$ cat src/rtl/truth_table_sweeper_pkg.sv
// rtl/truth_table_sweeper_pkg.sv - shared state encodings, default masks and settle bounds
package truth_table_sweeper_pkg;

  typedef enum logic [1:0] {
    ST_IDLE   = 2'd0,
    ST_DRIVE  = 2'd1,
    ST_SAMPLE = 2'd2,
    ST_DONE   = 2'd3
  } state_t;

  // f = x1'x2x4' + x1x2 + x3'x4 and its product-of-sums counterpart
  localparam logic [15:0] DEF_EXP_A = 16'hF272;
  localparam logic [15:0] DEF_EXP_B = 16'hF266;

  localparam int SETTLE_MIN = 1;
  localparam int SETTLE_MAX = 15;

endpackage

$ cat src/rtl/truth_table_sweeper_if.sv
// rtl/truth_table_sweeper_if.sv - stimulus/capture bus between sweeper and the blocks under test
interface truth_table_sweeper_if;

  logic        start;
  logic        in_a;
  logic        in_b;
  logic        x1;
  logic        x2;
  logic        x3;
  logic        x4;
  logic        busy;
  logic        done;
  logic        pass;
  logic [15:0] table_a;
  logic [15:0] table_b;
  logic [15:0] mism_a;
  logic [15:0] mism_b;

  modport master (
    output start, in_a, in_b,
    input  x1, x2, x3, x4, busy, done, pass,
    input  table_a, table_b, mism_a, mism_b
  );

  modport slave (
    input  start, in_a, in_b,
    output x1, x2, x3, x4, busy, done, pass,
    output table_a, table_b, mism_a, mism_b
  );

endinterface

$ cat src/rtl/truth_table_sweeper.sv
// rtl/truth_table_sweeper.sv - sweeps x1..x4 through all 16 vectors and captures two truth tables
module truth_table_sweeper
  import truth_table_sweeper_pkg::*;
#(
  parameter int          SETTLE = 2,
  parameter logic [15:0] EXP_A  = DEF_EXP_A,
  parameter logic [15:0] EXP_B  = DEF_EXP_B
) (
  input  logic                  clk,
  input  logic                  rst,
  truth_table_sweeper_if.slave  bus
);

  localparam int SETTLE_EFF = (SETTLE < SETTLE_MIN) ? SETTLE_MIN :
                              (SETTLE > SETTLE_MAX) ? SETTLE_MAX : SETTLE;
  localparam logic [3:0] SETTLE_LAST = 4'(SETTLE_EFF - 1);

  state_t      r_state;
  logic [3:0]  r_idx;
  logic [3:0]  r_cnt;
  logic [3:0]  r_x;
  logic        r_busy;
  logic        r_done;
  logic [15:0] r_tab_a;
  logic [15:0] r_tab_b;

  logic [15:0] w_mism_a;
  logic [15:0] w_mism_b;
  logic        w_pass;

  always_ff @(posedge clk or posedge rst) begin
    if (rst) begin
      r_state <= ST_IDLE;
      r_idx   <= '0;
      r_cnt   <= '0;
      r_x     <= '0;
      r_busy  <= 1'b0;
      r_done  <= 1'b0;
      r_tab_a <= '0;
      r_tab_b <= '0;
    end else begin
      case (r_state)
        ST_IDLE, ST_DONE: begin
          // a fresh sweep discards any held results
          if (bus.start) begin
            r_state <= ST_DRIVE;
            r_idx   <= '0;
            r_cnt   <= '0;
            r_x     <= '0;
            r_busy  <= 1'b1;
            r_done  <= 1'b0;
            r_tab_a <= '0;
            r_tab_b <= '0;
          end
        end
        ST_DRIVE: begin
          r_cnt <= r_cnt + 4'd1;
          if (r_cnt == SETTLE_LAST) begin
            r_state <= ST_SAMPLE;
          end
        end
        ST_SAMPLE: begin
          r_tab_a[r_idx] <= bus.in_a;
          r_tab_b[r_idx] <= bus.in_b;
          r_cnt          <= '0;
          if (r_idx == 4'd15) begin
            r_state <= ST_DONE;
            r_x     <= '0;
            r_busy  <= 1'b0;
            r_done  <= 1'b1;
          end else begin
            r_state <= ST_DRIVE;
            r_idx   <= r_idx + 4'd1;
            r_x     <= r_idx + 4'd1;
          end
        end
        default: r_state <= ST_IDLE;
      endcase
    end
  end

  // mismatch masks only mean something once the tables are complete
  assign w_mism_a = r_done ? (r_tab_a ^ EXP_A) : '0;
  assign w_mism_b = r_done ? (r_tab_b ^ EXP_B) : '0;
  assign w_pass   = r_done && (w_mism_a == '0) && (w_mism_b == '0);

  assign bus.x1      = r_x[3];
  assign bus.x2      = r_x[2];
  assign bus.x3      = r_x[1];
  assign bus.x4      = r_x[0];
  assign bus.busy    = r_busy;
  assign bus.done    = r_done;
  assign bus.pass    = w_pass;
  assign bus.table_a = r_tab_a;
  assign bus.table_b = r_tab_b;
  assign bus.mism_a  = w_mism_a;
  assign bus.mism_b  = w_mism_b;

endmodule

$ cat src/flat_wrapper.sv
// flat-port wrapper written by rule: the top's interface ports become plain ports
module truth_table_sweeper_flat import truth_table_sweeper_pkg::*;
#(
  parameter int          SETTLE = 2,
  parameter logic [15:0] EXP_A  = DEF_EXP_A,
  parameter logic [15:0] EXP_B  = DEF_EXP_B
)
  (clk, rst, bus_start, bus_in_a, bus_in_b, bus_x1, bus_x2, bus_x3, bus_x4, bus_busy, bus_done, bus_pass, bus_table_a, bus_table_b, bus_mism_a, bus_mism_b);
  truth_table_sweeper_if bus_i ();
  input  logic clk;
  input  logic rst;
  input wire logic [$bits(bus_i.start)-1:0] bus_start;
  input wire logic [$bits(bus_i.in_a)-1:0] bus_in_a;
  input wire logic [$bits(bus_i.in_b)-1:0] bus_in_b;
  output wire logic [$bits(bus_i.x1)-1:0] bus_x1;
  output wire logic [$bits(bus_i.x2)-1:0] bus_x2;
  output wire logic [$bits(bus_i.x3)-1:0] bus_x3;
  output wire logic [$bits(bus_i.x4)-1:0] bus_x4;
  output wire logic [$bits(bus_i.busy)-1:0] bus_busy;
  output wire logic [$bits(bus_i.done)-1:0] bus_done;
  output wire logic [$bits(bus_i.pass)-1:0] bus_pass;
  output wire logic [$bits(bus_i.table_a)-1:0] bus_table_a;
  output wire logic [$bits(bus_i.table_b)-1:0] bus_table_b;
  output wire logic [$bits(bus_i.mism_a)-1:0] bus_mism_a;
  output wire logic [$bits(bus_i.mism_b)-1:0] bus_mism_b;
  assign bus_i.start = bus_start;
  assign bus_i.in_a = bus_in_a;
  assign bus_i.in_b = bus_in_b;
  assign bus_x1 = bus_i.x1;
  assign bus_x2 = bus_i.x2;
  assign bus_x3 = bus_i.x3;
  assign bus_x4 = bus_i.x4;
  assign bus_busy = bus_i.busy;
  assign bus_done = bus_i.done;
  assign bus_pass = bus_i.pass;
  assign bus_table_a = bus_i.table_a;
  assign bus_table_b = bus_i.table_b;
  assign bus_mism_a = bus_i.mism_a;
  assign bus_mism_b = bus_i.mism_b;
  truth_table_sweeper #(.SETTLE(SETTLE), .EXP_A(EXP_A), .EXP_B(EXP_B)) u_core (.clk(clk), .rst(rst), .bus(bus_i));
endmodule
$ cat config.mk
export PLATFORM = sky130hd
export DESIGN_NAME = truth_table_sweeper_flat
export DESIGN_NICKNAME = d
export VERILOG_FILES = /design/src/rtl/truth_table_sweeper_pkg.sv /design/src/rtl/truth_table_sweeper_if.sv /design/src/rtl/truth_table_sweeper.sv /design/src/flat_wrapper.sv
export SDC_FILE = /design/constraint.sdc
export NUM_CORES = 1
export LEC_CHECK = 0
export CAP_MARGIN = 5
export CORE_ASPECT_RATIO = 0.9
export CORE_MARGIN = 2
export CORE_UTILIZATION = 43
export CTS_CLUSTER_SIZE = 24
export DETAILED_ROUTE_END_ITERATION = 10
export MAX_ROUTING_LAYER = met4
export PLACE_DENSITY = 0.71
export SLEW_MARGIN = 20
export SYNTH_ARGS = -nofsm -noshare
export SYNTH_HDL_FRONTEND = slang
export SYNTH_SLANG_ARGS = --single-unit
$ cat constraint.sdc
create_clock -name clk -period 4.6 [get_ports clk]
set_input_delay 0.46 -clock clk [delete_from_list [all_inputs] [get_ports clk]]
set_output_delay 0.46 -clock clk [all_outputs]
set_load 0.01 [all_outputs]
==> flow_metrics.env, run 1 <==
export IMPL_status="complete, no violations"
export IMPL_clock_fmax_mhz=345
export IMPL_regToRegEndpoint="u_core.r_state[0]$_DFFE_PP0P_"
export IMPL_yosys_register_bits=48
export IMPL_fp_dieArea_um2=8210
export IMPL_number_of_global_route_vias_before_repair=2713
export IMPL_drt_antenna_violating_nets=0
export IMPL_design_core_area_um2=7150
export IMPL_cts_made_buffers=5
export IMPL_timing_hold_ws_ns=0.489
export IMPL_cts_resized=0
export IMPL_route_detailed_wl_per_inst_um=17.0
export IMPL_final_nets=451
export IMPL_final_cell_mix="clkdlybuf4s50_1 (75), dfrtp_1 (48), a21oi_1 (40)"
export IMPL_period_needed_ns=2.90
export IMPL_yosys_cell_types_count=43
export IMPL_dr_first_iter_drc_count=310
export IMPL_post_synthesis_instance_area_um2=3230
export IMPL_tritoncts_num_sinks=48
export IMPL_placer_congestion=0.833
export IMPL_place_ws_ns=1.95
export IMPL_cp_max_fo=6
export IMPL_clock_path_buffers=2
export IMPL_drt_wl_total_um=9010
export IMPL_fin_util_pct=57.5
export IMPL_clock_power_share_pct=24.8
export IMPL_placement_io_buffers=75
export IMPL_final_instance_count_excl_fill=531
export IMPL_antenna_violations_before_repair=0
export IMPL_floorplan_initialDensity_pct=45.1
export IMPL_sort_of_element_at_the_start_of_the_critical_path="register"
export IMPL_finalSetupViolations=0
export IMPL_post_synth_inst_count=386
export IMPL_worstPathArrival_ns=2.44
export IMPL_fin_total_pwr_mw=1.38
export IMPL_simple_gate_fraction_of_synth_area_pct=22.2
export IMPL_hold_path_end="u_core.r_x[3]$_DFFE_PP0P_"
export IMPL_synth_edf_count=0
export IMPL_worst_setup_path_end_kind="output pin"
export IMPL_cts_tree="built"
export IMPL_final_hold_viol_count=0
export IMPL_cts_htree_levels=2
export IMPL_layout_cells_most_common="clkdlybuf4s50_1"
export IMPL_total_switching_power_mw=0.545
export IMPL_grt_overflow=0
export IMPL_clockRootBuffer="clkbuf_8"
export IMPL_largest_family_of_logic_cells_by_synthesized_area="compound AO/OA/AOI/OAI gates"
export IMPL_detailedPlacementHpwl_um=6110
export IMPL_ys_flop_type="dfrtp_1"
export IMPL_swShare_pct=39.5
export IMPL_worstHoldStart="u_core.r_x[3]$_DFFE_PP0P_"
export IMPL_finalMaxSlewViolations=0
export IMPL_timing_hold_worst_path_depth=2
export IMPL_pin_count=76
export IMPL_cts_reportedPaths_clkPinSlew_ns=0.10
export IMPL_cts_hold_fix_buffers=0
export IMPL_num_vias=3072
export IMPL_syn_avg_cell_area_um2=8.36
export IMPL_place_inst=523
export IMPL_setup_tns_final_ns=0
export IMPL_cell_internal_pwr_mw=0.834
export IMPL_power_frac_seq_pct=37.0
export IMPL_drt_vias_per_instance=5.79
export IMPL_cts_post_setup_buffers_inserted=0
export IMPL_share_of_the_yosys_chip_area_belonging_to_registers_pct=37.2
export IMPL_antenna_diode_count=0
export IMPL_final_setup_skew_ns=0.0101
export IMPL_drc_errors=0
export IMPL_die_h_um=86.2
export IMPL_post_route_cells_drive_above_1_share_pct=4.11
export IMPL_adder_cell_share_of_the_synthesized_area_pct=3.49
export IMPL_tightestPinTransition_ns=0.937
export IMPL_post_route_worst_setup_slack_ns=1.70
export IMPL_period_share_pct=63.1
export IMPL_ff_to_ff_path_depth=6
export IMPL_final_fill_count=642
export IMPL_critical_path_class="reg -> out"
export IMPL_ys_async_sr_fraction_pct=100
export IMPL_powerDensity_nw_per_um2=335
export IMPL_slew_limit_headroom_pct=37.4
export IMPL_insertion_delay_ns=0.31
export IMPL_power_ir_vdd_worst_v=0.000188
export IMPL_stdcell_area_um2=4110
export IMPL_power_leakage_nw=1.73
export IMPL_largest_net_degree_at_the_start_of_global_routing=49
export IMPL_synth_compound_gate_area_share_pct=23.8
export IMPL_rsz0062_at_grt="no"
export IMPL_max_cap_violations=0
export IMPL_worstHoldPathType="reg -> reg"
export IMPL_std_cell_rows=29
export IMPL_post_synth_mux_area_share_pct=5.62
export IMPL_synth_fp_nets=400
export IMPL_setup_reg_to_reg_worst_slack_ns=1.92
export IMPL_die_width_um=95.3
export IMPL_grt_total_usage_pct=23.0
export IMPL_area_delta_synth_final_pct=27.4
export IMPL_critical_path_required_ns=4.14
export IMPL_drt_pre_antenna_iters=5
export IMPL_dpl_instance_area_um2=3980
export IMPL_synth_xor_area_share_pct=0.543
export IMPL_source_of_the_worst_register_to_register_timing_path="u_core.r_state[0]$_DFFE_PP0P_"
export IMPL_yosys_warnings=0
export IMPL_grt_pass1_wl_um=14500
export IMPL_combPwrFrac_pct=38.3
==> routing by layer <==
| metal | vias to the layer above | global-route usage, % | share of wire (%) |
|---|---|---|---|
| met5 | - | - | 0 |
| met4 | 0 | 4.48 | 0.78 |
| met3 | 8 | 3.30 | 7.7 |
| met2 | 121 | 31.9 | 44 |
| met1 | 1453 | 35.8 | 48 |
| li1 | 1490 | - | - |
==> state kept, by name, summed over array words and instances, names as in the netlist <==
register            flops
u_core.r_x              4
u_core.bus.table_b     16
u_core.r_state          2
u_core.r_cnt            4
u_core.bus.busy         1
u_core.bus.done         1
u_core.r_idx            4
u_core.bus.table_a     16
==> how the worst max path moves through the flow <==
stage	endpoint	slack [ns]	startpoint
after floorplan	bus_pass	2.58	u_core.bus.table_a[7]$_DFFE_PP0P_
after global placement	u_core.r_state[0]$_DFFE_PP0P_	2.01	u_core.r_state[0]$_DFFE_PP0P_
after detailed placement	u_core.r_state[0]$_DFFE_PP0P_	1.95	u_core.r_state[0]$_DFFE_PP0P_
after CTS	bus_pass	1.70	u_core.bus.table_a[7]$_DFFE_PP0P_
after global routing	bus_pass	1.59	u_core.bus.table_a[7]$_DFFE_PP0P_
final	bus_pass	1.70	u_core.bus.table_a[7]$_DFFE_PP0P_
==> kinds of logic after synthesis <==
family	after synthesis
adders and majority gates	9
and+or+nand+nor	129
DFF	48
xor gates and xnor gates	2
muxes	18
AOI/OAI and AO/OA	122
buffers and inverters	58
==> worst max-delay path, stage by stage, from the launching register on <==
cell and delay, ns:
dfrtp_1 0.44, or4b_1 0.56, nor4_1 0.29, nand4_1 0.12, a21oi_1 0.15, clkdlybuf4s50_1 0.56
==> cell usage after synthesis, drive strengths merged, types with 2 or more instances <==
cell | number | area, µm²
o21ai | 19 | 95.1
nor2 | 20 | 75.1
dfrtp | 48 | 1200
inv | 23 | 86.3
nand3 | 12 | 60.1
nand2 | 31 | 116
a21oi | 40 | 200
nor2b | 20 | 125
clkbuf | 22 | 82.6
or3b | 5 | 43.8
nand4 | 2 | 12.5
ha | 9 | 113
o221ai | 18 | 158
o22ai | 26 | 163
xor2 | 2 | 17.5
mux2i | 17 | 170
and2 | 16 | 101
buf | 12 | 58.8
nand4b | 2 | 17.5
a2bb2oi | 4 | 35.0
nand3b | 9 | 67.6
a21o | 11 | 82.6
or4b | 2 | 20.0
==> layout make-up <==
type,count,area [µm²],share of cell area (%)
clock inverters,1,30.0,0.731
repair buffers,78,773,18.8
multi-input cells,280,1800,43.8
inverters,24,91.3,2.22
well taps,93,116,2.83
clock buffers,7,96.3,2.34
flip-flops and latches,48,1200,29.2
==> power groups by stage <==
stage                     clock, mW  combinational (mW)  sequential [mW]
after CTS                     0.346               0.523            0.508
after global routing          0.359               0.588            0.517
after global placement            0               0.509            0.513
after floorplan                   0               0.392            0.512
final                         0.341               0.528            0.510
after detailed placement          0               0.521            0.516
No activity file was read; power rests on OpenSTA's default activity.
==> inputs of run 2 (changes only) <==
--- a/config.mk
+++ b/config.mk
@@ -12,7 +12,7 @@
 export CTS_CLUSTER_SIZE = 24
 export DETAILED_ROUTE_END_ITERATION = 10
 export MAX_ROUTING_LAYER = met4
-export PLACE_DENSITY = 0.71
+export PLACE_DENSITY = 0.73
 export SLEW_MARGIN = 20
 export SYNTH_ARGS = -nofsm -noshare
 export SYNTH_HDL_FRONTEND = slang
==> constraint.sdc (replaced) <==
create_clock -name clk -period 2.57 [get_ports clk]
set_input_delay 0.257 -clock clk [delete_from_list [all_inputs] [get_ports clk]]
set_output_delay 0.257 -clock clk [all_outputs]
set_load 0.01 [all_outputs]
==> run 2 against run 1 <==
Register-to-register slack got worse by 1.3 ns. Design area up 0.49%. Non-clock buffer count grew 8. Critical path depth stayed put. Worst setup slack worse by 1.5 ns. Global-route usage grew 0.61 points. Die area unchanged. Clock power grew 42%. Final cell count rose by 1.5%. Wire length increased by 3.1%. Highest routed layer unchanged.
==> flow_metrics.env, run 2 (synthesis results as in run 1) <==
export IMPL_status="complete, no violations"
export IMPL_fp_dieArea_um2=8210
export IMPL_finalMaxSlewViolations=0
export IMPL_rsz0062_at_grt="no"
export IMPL_cts_reportedPaths_clkPinSlew_ns=0.10
export IMPL_clockRootBuffer="clkbuf_8"
export IMPL_grt_pass1_wl_um=14900
export IMPL_drc_errors=0
export IMPL_cts_htree_levels=2
export IMPL_cts_made_buffers=5
export IMPL_route_detailed_wl_per_inst_um=17.2
export IMPL_drt_antenna_violating_nets=0
export IMPL_largest_net_degree_at_the_start_of_global_routing=40
export IMPL_slew_limit_headroom_pct=55.6
export IMPL_drt_wl_total_um=9290
export IMPL_placement_io_buffers=75
export IMPL_worstPathArrival_ns=2.13
export IMPL_die_width_um=95.3
export IMPL_pin_count=76
export IMPL_ff_to_ff_path_depth=6
export IMPL_number_of_global_route_vias_before_repair=2914
export IMPL_worst_setup_path_end_kind="output pin"
export IMPL_tritoncts_num_sinks=48
export IMPL_period_needed_ns=2.39
export IMPL_multi_input_area_um2=1800
export IMPL_final_cell_mix="clkdlybuf4s50_1 (74), dfrtp_1 (48), a21oi_1 (40)"
export IMPL_seq_area_um2=1200
export IMPL_tightestPinTransition_ns=0.664
export IMPL_setup_tns_final_ns=0
export IMPL_cts_hold_fix_buffers=0
export IMPL_critical_path_required_ns=2.31
export IMPL_fin_util_pct=57.8
export IMPL_max_cap_violations=0
export IMPL_sort_of_element_at_the_start_of_the_critical_path="register"
export IMPL_final_hold_viol_count=0
export IMPL_source_of_the_worst_register_to_register_timing_path="u_core.r_state[0]$_DFFE_PP0P_"
export IMPL_layout_cells_most_common="clkdlybuf4s50_1"
export IMPL_grt_total_usage_pct=23.6
export IMPL_fin_total_pwr_mw=2.37
export IMPL_post_route_cells_drive_above_1_share_pct=5.61
export IMPL_worstHoldPathType="in -> async"
export IMPL_power_leakage_nw=1.76
export IMPL_finalSetupViolations=0
export IMPL_design_core_area_um2=7150
export IMPL_std_cell_rows=29
export IMPL_area_delta_synth_final_pct=28.0
export IMPL_detailedPlacementHpwl_um=6510
export IMPL_final_fill_count=654
export IMPL_insertion_delay_ns=0.31
export IMPL_worst_setup_path_startpoint="u_core.bus.table_b[7]$_DFFE_PP0P_"
export IMPL_antenna_diode_count=0
export IMPL_dr_first_iter_drc_count=246
export IMPL_num_vias=3156
export IMPL_final_nets=459
export IMPL_critical_path_class="reg -> out"
export IMPL_cp_max_fo=4
export IMPL_period_share_pct=93.0
export IMPL_drt_pre_antenna_iters=8
export IMPL_cts_tree="built"
export IMPL_final_setup_skew_ns=0.0137
export IMPL_placer_congestion=0.861
export IMPL_setup_reg_to_reg_worst_slack_ns=0.62
export IMPL_grt_overflow=0
export IMPL_powerDensity_nw_per_um2=575
export IMPL_clock_fmax_mhz=418
export IMPL_power_ir_vdd_worst_v=0.000341
export IMPL_die_h_um=86.2
export IMPL_regToRegEndpoint="u_core.bus.table_b[2]$_DFFE_PP0P_"
export IMPL_floorplan_initialDensity_pct=45.1
export IMPL_cts_post_setup_buffers_inserted=0
export IMPL_cts_resized=1
export IMPL_antenna_violations_before_repair=0
export IMPL_clock_path_buffers=2
export IMPL_drt_vias_per_instance=5.86
==> run 2: cell count changes in the layout (fill, tap and decap cells not counted), sizes merged <==
cell / previous run / this run
dlygate4sd2: 0 / 1
clkinv: 2 / 1
inv: 22 / 23
clkdlybuf4s50: 75 / 74
buf: 3 / 11
bufinv: 1 / 0
clkinvlp: 0 / 1
==> run 2: area by class of cell <==
cell class / instances / share of cell area [%]
well taps: 93 / 2.82
inverters: 24 / 2.18
multi-input cells: 280 / 43.5
clock buffers: 7 / 2.09
repair buffers: 86 / 20.1
clock inverters: 1 / 0.182
flip-flops and latches: 48 / 29.1
==> run 2: metrics by stage <==
stage	cell area, µm²	std cells	hold WS [ns]	setup WS [ns]
2_1_floorplan	3230	386	0.445	0.751
3_3_place_gp	4040	531	0.471	0.252
3_5_place_dp	4040	531	0.477	0.233
4_1_cts	4130	539	0.245	0.170
5_1_grt	4130	539	0.258	0.0789
6_report	4130	539	0.226	0.179
==> run 2: power by group <==
part,leakage (nW),internal [mW],total [mW],switching [mW]
clock network,0.0445,0.219,0.483,0.263
logic,1.05,0.339,0.986,0.647
registers,0.658,0.826,0.906,0.0805
total,1.76,1.38,2.37,0.991
==> run 2: how the worst max path moves through the flow <==
stage / slack [ns] / to / depth (start not counted)
floorplan: 0.75 / bus_pass / 4
global placement: 0.25 / bus_pass / 5
detailed placement: 0.23 / bus_pass / 5
CTS: 0.17 / bus_pass / 5
global route: 0.08 / bus_pass / 5
finish: 0.18 / bus_pass / 5
==> run 2: critical path: stages (launching register included) <==
cell and delay, ns:
dfrtp_1 0.42, or4b_1 0.58, nor4_1 0.27, nand4_1 0.14
a21oi_1 0.15, dlygate4sd2_1 0.28
==> run 2: per-layer routing <==
metal / vias to the layer above / global-route usage [%] / share of wire, % / routed length [µm]
li1: 1500 / - / - / -
met1: 1499 / 33.8 / 45 / 4210
met2: 144 / 35.3 / 46 / 4280
met3: 13 / 4.00 / 7.5 / 697
met4: 0 / 5.27 / 1.1 / 104
met5: - / - / 0 / 0
